==> src/rtl/jpeg_rle_pkg.sv <==
// Shared constants, scheduler state encoding and the 11-bit saturation helper
// for the JPEG run-length block scheduler.
package jpeg_rle_pkg;

  localparam int DW      = 11;
  localparam int BLK_LEN = 64;
  localparam int CID_W   = 3;
  localparam int ADDR_W  = 6;

  typedef enum logic [1:0] {
    IDLE,
    READ,
    GAP
  } sched_state_t;

  // Clamp a 12-bit signed difference into the 11-bit sample range.
  function automatic logic signed [DW-1:0] sat11(input logic signed [DW:0] v);
    if (v > 12'sd1023) begin
      return 11'sh3FF;
    end else if (v < -12'sd1024) begin
      return 11'sh400;
    end else begin
      return v[DW-1:0];
    end
  endfunction

endpackage

==> src/rtl/jpeg_rle_tagfifo.sv <==
// Component-tag FIFO: push/pop in the cycle they are asserted, head is the oldest tag.
// Push while full and pop while empty are ignored; the caller decides whether that is an error.
module jpeg_rle_tagfifo #(
  parameter int DEPTH = 4,
  parameter int W     = 3
) (
  input  logic         clk_i,
  input  logic         rst_i,
  input  logic         push_i,
  input  logic [W-1:0] push_dat_i,
  input  logic         pop_i,
  output logic         full_o,
  output logic         empty_o,
  output logic [W-1:0] head_o
);

  localparam int AW = (DEPTH > 1) ? $clog2(DEPTH) : 1;

  logic [W-1:0] mem_q [DEPTH];
  logic [AW-1:0] wr_q, rd_q;
  logic [AW:0]   cnt_q;
  logic          do_push, do_pop;

  assign full_o  = (cnt_q == (AW+1)'(DEPTH));
  assign empty_o = (cnt_q == '0);
  assign head_o  = mem_q[rd_q];
  assign do_push = push_i & ~full_o;
  assign do_pop  = pop_i & ~empty_o;

  function automatic logic [AW-1:0] nxt(input logic [AW-1:0] p);
    return (p == AW'(DEPTH-1)) ? '0 : p + 1'b1;
  endfunction

  always_ff @(posedge clk_i or negedge rst_i) begin
    if (!rst_i) begin
      for (int i = 0; i < DEPTH; i++) mem_q[i] <= '0;
      wr_q  <= '0;
      rd_q  <= '0;
      cnt_q <= '0;
    end else begin
      if (do_push) begin
        mem_q[wr_q] <= push_dat_i;
        wr_q        <= nxt(wr_q);
      end
      if (do_pop) rd_q <= nxt(rd_q);
      cnt_q <= cnt_q + (AW+1)'(do_push) - (AW+1)'(do_pop);
    end
  end

endmodule

==> src/rtl/jpeg_rle_sched.sv <==
// Round-robin block scheduler feeding the RLE chain; samples reach rle_din 2 ena-cycles after rd_addr.
// Grants stall while the tag FIFO is full; optional DC prediction under JPEG_RLE_DCPRED_EN.
module jpeg_rle_sched
  import jpeg_rle_pkg::*;
#(
  parameter int NREQ      = 3,
  parameter int TAG_DEPTH = 4,
  parameter int BLK_GAP   = 0
) (
  input  logic               clk_i,
  input  logic               rst_i,
  input  logic               ena_i,
  input  logic [NREQ-1:0]    req_i,
  output logic [NREQ-1:0]    gnt_o,
  output logic               rd_en_o,
  output logic [ADDR_W-1:0]  rd_addr_o,
  input  logic [NREQ*DW-1:0] rd_data_i,
  input  logic               pred_clr_i,
  output logic               rle_ena_o,
  output logic               rle_dstrb_o,
  output logic [DW-1:0]      rle_din_o,
  input  logic               rle_douten_i,
  input  logic               rle_bstart_i,
  output logic [CID_W-1:0]   blk_comp_o,
  output logic               busy_o,
  output logic               tag_err_o
);

  localparam int NSRC = 2**CID_W;

  sched_state_t        state_q, state_d;
  logic [ADDR_W-1:0]   addr_q, addr_d;
  logic [NREQ-1:0]     gnt_q, gnt_d;
  logic [CID_W-1:0]    rr_q, rr_d;
  logic [15:0]         gap_q, gap_d;
  logic                push, pop, fifo_full, fifo_empty;
  logic [CID_W-1:0]    fifo_head;
  logic                win_vld;
  logic [CID_W-1:0]    win_idx, cand;
  logic [NSRC-1:0]     req_pad, win_oh;

  logic                v1_q, first1_q;
  logic [CID_W-1:0]    sel1_q;
  logic [DW-1:0]       din_q, din_d;
  logic                dstrb_q, tag_err_q;
  logic [DW-1:0]       src [NSRC];
  logic [DW-1:0]       src_sel;

  assign req_pad = NSRC'(req_i);

  // Scan upward from the last granted index so the previous winner is checked last.
  always_comb begin
    win_vld = 1'b0;
    win_idx = '0;
    cand    = '0;
    for (int k = NREQ; k >= 1; k--) begin
      cand = CID_W'((int'(rr_q) + k) % NREQ);
      if (req_pad[cand]) begin
        win_vld = 1'b1;
        win_idx = cand;
      end
    end
  end

  assign win_oh = NSRC'(1) << win_idx;

  always_comb begin
    state_d = state_q;
    addr_d  = addr_q;
    gnt_d   = gnt_q;
    rr_d    = rr_q;
    gap_d   = gap_q;
    push    = 1'b0;
    case (state_q)
      IDLE: begin
        if (win_vld && !fifo_full) begin
          state_d = READ;
          addr_d  = '0;
          gnt_d   = win_oh[NREQ-1:0];
          rr_d    = win_idx;
          push    = ena_i;
        end
      end
      READ: begin
        if (addr_q == ADDR_W'(BLK_LEN-1)) begin
          gnt_d   = '0;
          addr_d  = '0;
          gap_d   = '0;
          state_d = (BLK_GAP > 0) ? GAP : IDLE;
        end else begin
          addr_d = addr_q + 1'b1;
        end
      end
      GAP: begin
        if (gap_q == 16'(BLK_GAP-1)) state_d = IDLE;
        else                         gap_d   = gap_q + 1'b1;
      end
      default: state_d = IDLE;
    endcase
  end

  always_ff @(posedge clk_i or negedge rst_i) begin
    if (!rst_i) begin
      state_q <= IDLE;
      addr_q  <= '0;
      gnt_q   <= '0;
      rr_q    <= CID_W'(NREQ-1);
      gap_q   <= '0;
    end else if (ena_i) begin
      state_q <= state_d;
      addr_q  <= addr_d;
      gnt_q   <= gnt_d;
      rr_q    <= rr_d;
      gap_q   <= gap_d;
    end
  end

  for (genvar g = 0; g < NSRC; g++) begin : g_src
    if (g < NREQ) begin : g_on
      assign src[g] = rd_data_i[g*DW +: DW];
    end else begin : g_off
      assign src[g] = '0;
    end
  end

  assign src_sel = src[sel1_q];

`ifdef JPEG_RLE_DCPRED_EN
  logic signed [DW-1:0] pred_q [NSRC];
  logic signed [DW-1:0] pred_eff;
  logic signed [DW:0]   dc_diff;

  // A coincident clear means sample 0 is differenced against zero.
  assign pred_eff = pred_clr_i ? '0 : pred_q[sel1_q];
  assign dc_diff  = $signed({src_sel[DW-1], src_sel}) - $signed({pred_eff[DW-1], pred_eff});
  assign din_d    = first1_q ? sat11(dc_diff) : src_sel;

  always_ff @(posedge clk_i or negedge rst_i) begin
    if (!rst_i) begin
      for (int i = 0; i < NSRC; i++) pred_q[i] <= '0;
    end else if (ena_i) begin
      if (pred_clr_i) begin
        for (int i = 0; i < NSRC; i++) pred_q[i] <= '0;
      end
      if (v1_q && first1_q) pred_q[sel1_q] <= src_sel;
    end
  end
`else
  logic unused_pred_clr;
  assign unused_pred_clr = pred_clr_i;
  assign din_d           = src_sel;
`endif

  always_ff @(posedge clk_i or negedge rst_i) begin
    if (!rst_i) begin
      v1_q      <= 1'b0;
      first1_q  <= 1'b0;
      sel1_q    <= '0;
      din_q     <= '0;
      dstrb_q   <= 1'b0;
      tag_err_q <= 1'b0;
    end else if (ena_i) begin
      v1_q     <= (state_q == READ);
      first1_q <= (state_q == READ) && (addr_q == '0);
      sel1_q   <= rr_q;
      dstrb_q  <= v1_q & first1_q;
      if (v1_q) din_q <= din_d;
      if (rle_douten_i && rle_bstart_i && fifo_empty) tag_err_q <= 1'b1;
    end
  end

  assign pop = ena_i & rle_douten_i & rle_bstart_i;

  jpeg_rle_tagfifo #(
    .DEPTH (TAG_DEPTH),
    .W     (CID_W)
  ) u_tagfifo (
    .clk_i      (clk_i),
    .rst_i      (rst_i),
    .push_i     (push),
    .push_dat_i (win_idx),
    .pop_i      (pop),
    .full_o     (fifo_full),
    .empty_o    (fifo_empty),
    .head_o     (fifo_head)
  );

  assign gnt_o       = gnt_q;
  assign rd_en_o     = (state_q == READ);
  assign rd_addr_o   = addr_q;
  assign rle_ena_o   = ena_i;
  assign rle_dstrb_o = dstrb_q;
  assign rle_din_o   = din_q;
  assign blk_comp_o  = fifo_head;
  assign busy_o      = (state_q != IDLE) || !fifo_empty;
  assign tag_err_o   = tag_err_q;

endmodule
==> config.mk <==
export PLATFORM = sky130hd
export DESIGN_NAME = jpeg_rle_sched
export DESIGN_NICKNAME = d
export VERILOG_FILES = /design/src/rtl/jpeg_rle_pkg.sv /design/src/rtl/jpeg_rle_tagfifo.sv /design/src/rtl/jpeg_rle_sched.sv
export SDC_FILE = /design/constraint.sdc
export NUM_CORES = 1
export LEC_CHECK = 0
export ABC_AREA = 0
export CORE_MARGIN = 4
export CORE_UTILIZATION = 32
export CTS_BUF_LIST = sky130_fd_sc_hd__clkbuf_2
export CTS_CLUSTER_SIZE = 40
export DETAILED_ROUTE_END_ITERATION = 7
export MAX_ROUTING_LAYER = met4
export PLACE_DENSITY_LB_ADDON = 0.12
export RECOVER_POWER = 50
export SLEW_MARGIN = 10
export SYNTH_ARGS = -nofsm -noshare
export SYNTH_HDL_FRONTEND = slang
export SYNTH_SLANG_ARGS = --single-unit
==> constraint.sdc <==
create_clock -name clk_i -period 5.3 [get_ports clk_i]
set_input_delay 0.795 -clock clk_i [delete_from_list [all_inputs] [get_ports clk_i]]
set_output_delay 0.795 -clock clk_i [all_outputs]
set_load 0.005 [all_outputs]
==> impl_metrics.csv, run 1 <==
group,metric,value,unit
setup_path,crit_required,5.68,ns
power_and_ir_drop,intPower,1543,µW
global_routing,grt_max_degree,51,
routing,wl_per_cell,14.55,µm
synthesis,synth.most_common_cell,"dfrtp_1",
synthesis,yosysTopAreaCell,"dfrtp_1",
cts,clkLatencyLatePin,0.43,ns
routing,route.detailed.drc,0,
setup_path,arrival,5.28,ns
floorplanning,core_area,10840,µm²
synthesis,ys.flop_type,"dfrtp_1",
synthesis,syn_inst,372,
power_and_ir_drop,p_leak,0.001973,µW
setup_path,critPathKind,"reg -> reg",
cts,cts.sinks,50,
routing,vias_per_cell,4.978,
sta,worstMarginPinSlew,2.729,ns
sta,finalCritPeriodShare,92.43,%
global_routing,grt_util_all_layers,13.69,%
global_routing,grt.overflow.total,0,
floorplanning,rows,38,
hold_path,worstHoldPathType,"reg -> reg",
layout,syn2layout_area_growth,26.05,%
cts,max-clock-path-buffers,2,
sta,slew_violations,51,
synthesis,synthesis.area,3560,µm²
sta,fin_worst_skew,0.03026,ns
sta,max_freq,0.2041,GHz
routing,maxUsedRoutingLayer,"met4",
synthesis,synth_fp_nets,444,
power_and_ir_drop,power_frac_clock,5.6,%
synthesis,ys_warn_count,0,
synthesis,synth_edf_count,0,
floorplanning,io-pin-count,70,
routing,totalWireLength,8.497,mm
routing,wl_met2,4.279,mm
floorplanning,die_area,12880,µm²
place,place.gp.congestion,0.8831,
layout,n_antenna_cell,0,
synthesis,syn_area_per_cell,9.569,µm²
synthesis,seq_area_frac_synth,35.18,%
synthesis,synth-async-reset-ratio,100.0,%
synthesis,yosys-top-cells-count,"49 x dfrtp_1, 42 x nand2_1, 29 x ha_1, 24 x inv_1",
setup_path,critPathMaxFanout,8,
global_routing,antenna_found_initial,0,
power_and_ir_drop,switching_share,47.82,%
power_and_ir_drop,comb_power_share,71.4,%
routing,postRouteAntennaNets,0,
cts,htree_num_levels,2,
routing,wl_met3,298,µm
synthesis,yosysTopAreaCellShare,34.45,%
sta,slew_headroom,-81.92,%
sta,period_needed,4.899,ns
setup_path,cpMostUsedCell,"ha_1",
setup_path,critPathLaunchType,"register",
floorplanning,die_h,113.5,µm
routing,drtPass1Iterations,5,
global_routing,grt_pass1_wl,14.28,mm
layout,drive_above_1_share,10.81,%
outcome,violations,"max-capacitance violations, max-slew violations",
place,place.port_buffers,68,
layout,nets,515,
outcome,status,"complete, but fails checks",
synthesis,synthTopCellsByArea,"dfrtp_1 34%, ha_1 10%, mux2_2 5.1%",
power_and_ir_drop,powerDensity,659.0,nW/µm²
setup_path,cp_cell_sequence,"buf_4, ha_1, and2_1, nor2_1, ha_1, ha_1, or2_2, o211ai_1, inv_1, ha_1, nand3b_1, xnor2_1, o221ai_1, a21o_1, a311oi_4, ha_1, inv_1, fa_1, xnor2_1, xnor2_1",
power_and_ir_drop,seq_power_share,23.0,%
sta,rsz0062_at_grt,"false",
floorplanning,initial_core_util,32.84,%
power_and_ir_drop,power.switching,1414,µW
cts,cts_made_buffers,5,
sta,setup_violations,0,
floorplanning,die_x,113.5,µm
synthesis,synth_cell_types,64,
power_and_ir_drop,peakVddDrop,0.2735,mV
global_routing,grt_pass1_vias,2929,
setup_path,slowest_stage,"dfstp_2",
routing,drt_iter0_markers,153,
place,dp_hpwl,6.615,mm
sta,tns,0,ns
routing,drt-met1-wl,3.881,mm
cts,cts_root_buf,"clkbuf_2",
cts,clk_pin_slew,0.27,ns
run,max-cap-violations,1,
power_and_ir_drop,power,2957,µW
routing,vias,2907,
sta,finalHoldViolations,0,
setup_path,crit_path_max_incr_delay,0.61,ns
cts,cts_tree,"built",
synthesis,ys_seq_elements,50,
setup_path,cp-end-kind,"register",
[placed cells by master, fill, tap and decap left out, types with 11 or more instances in the layout]
master,instances
clkdlybuf4s50_1,61
dfrtp_1,49
nand2_1,42
ha_1,29
inv_1,24
nor2_1,21
o21ai_0,21
mux2_2,16
mux2i_1,12
nand3_1,11
a22o_1,11
[layout make-up]
class	count	area, µm²
Tap cell	140	175.2
Fill cell	1114	6354
Sequential cell	50	1252
Clock buffer	5	25.02
Timing Repair Buffer	78	747.0
Clock inverter	3	25.02
Multi-Input combinational cell	283	2168
Inverter	25	93.84
[registers in the layout, indices dropped and copies added, names as in the netlist, 2 cells and up]
register and cells:
sel1_q 3, rle_din_o 11, u_tagfifo.wr_q 2, u_tagfifo.rd_q 2
u_tagfifo.cnt_q 3, gnt_o 3, rd_addr_o 6, u_tagfifo.mem_q 12
rr_q 3
[final timing paths]
kind                                     from                 end  slack (ns)  depth (start not counted)
max                                   rr_q[1]  u_tagfifo.cnt_q[2]        0.40                         20
min                        u_tagfifo.cnt_q[2]  u_tagfifo.cnt_q[2]        0.52                          1
max reg2reg                           rr_q[1]  u_tagfifo.cnt_q[2]        0.40                         20
min reg2reg                u_tagfifo.cnt_q[2]  u_tagfifo.cnt_q[2]        0.52                          1
max in group asynchronous               rst_i           sel1_q[0]        2.50                          2
min in group asynchronous               rst_i        rle_din_o[7]        1.29                          2
[kinds of logic after synthesis]
group	share of synthesized area (%)
simple gates	16.10
compound gates	20.04
flops	35.18
buf+inv	4.429
mux	10.33
fa+ha+maj	10.76
xor+xnor	3.164
[critical path: cells and delay by family (launching register included)]
family                   cells  cell delay, ns
AND/OR/NAND/NOR              4            0.91
buffers and inverters        3            0.24
AO/OA/AOI/OAI                4            1.02
adder cells (fa/ha/maj)      6            1.57
XOR/XNOR                     3            0.49
flip-flops                   1            0.61
[power groups by stage]
stage / logic [µW] / clock network, µW / registers, µW
2_1_floorplan: 1520 / 0 / 651
5_1_grt: 2380 / 193 / 708
6_report: 2110 / 165 / 680
4_1_cts: 2110 / 177 / 695
3_3_place_gp: 2060 / 0 / 696
3_5_place_dp: 2080 / 0 / 705
[metal layers]
layer	vias to the layer above	track usage (%)
met5	-	-
met4	0	2.163
met3	2	2.334
met2	38	23.52
met1	1386	17.28
li1	1481	-
[timing repair]
item,in CTS,in global routing
hold buffers,0,0
endpoints found under the setup margin,2,10
setup buffers,0,2
resized for setup,1,2
[per-stage QoR]
step | hold WS, ns | util, % | cells | setup WS, ns | cell area (µm²)
after floorplan | 0.4477 | - | 372 | 0.1743 | 3560
after global placement | 0.4531 | 40.65 | 574 | 0.1427 | 4407
after detailed placement | 0.4753 | 40.65 | 574 | 0.03495 | 4407
after CTS | 0.4187 | 41.17 | 582 | 0.1898 | 4463
after global routing | 0.5513 | 41.39 | 584 | 0.02875 | 4487
final | 0.5247 | 41.39 | 584 | 0.4013 | 4487
(Power assumes the default switching activity.)
==> run 2, diff against run 1 <==
CTS_CLUSTER_SIZE = unset   (was 40)
==> results of run 2 <==
No change in the layout: final DEF, timing and power equal those of run 1.
==> run 3, diff against run 2 <==
ABC_AREA = unset   (was 0)
==> results of run 3 <==
No change in the layout: final DEF, timing and power equal those of run 1.
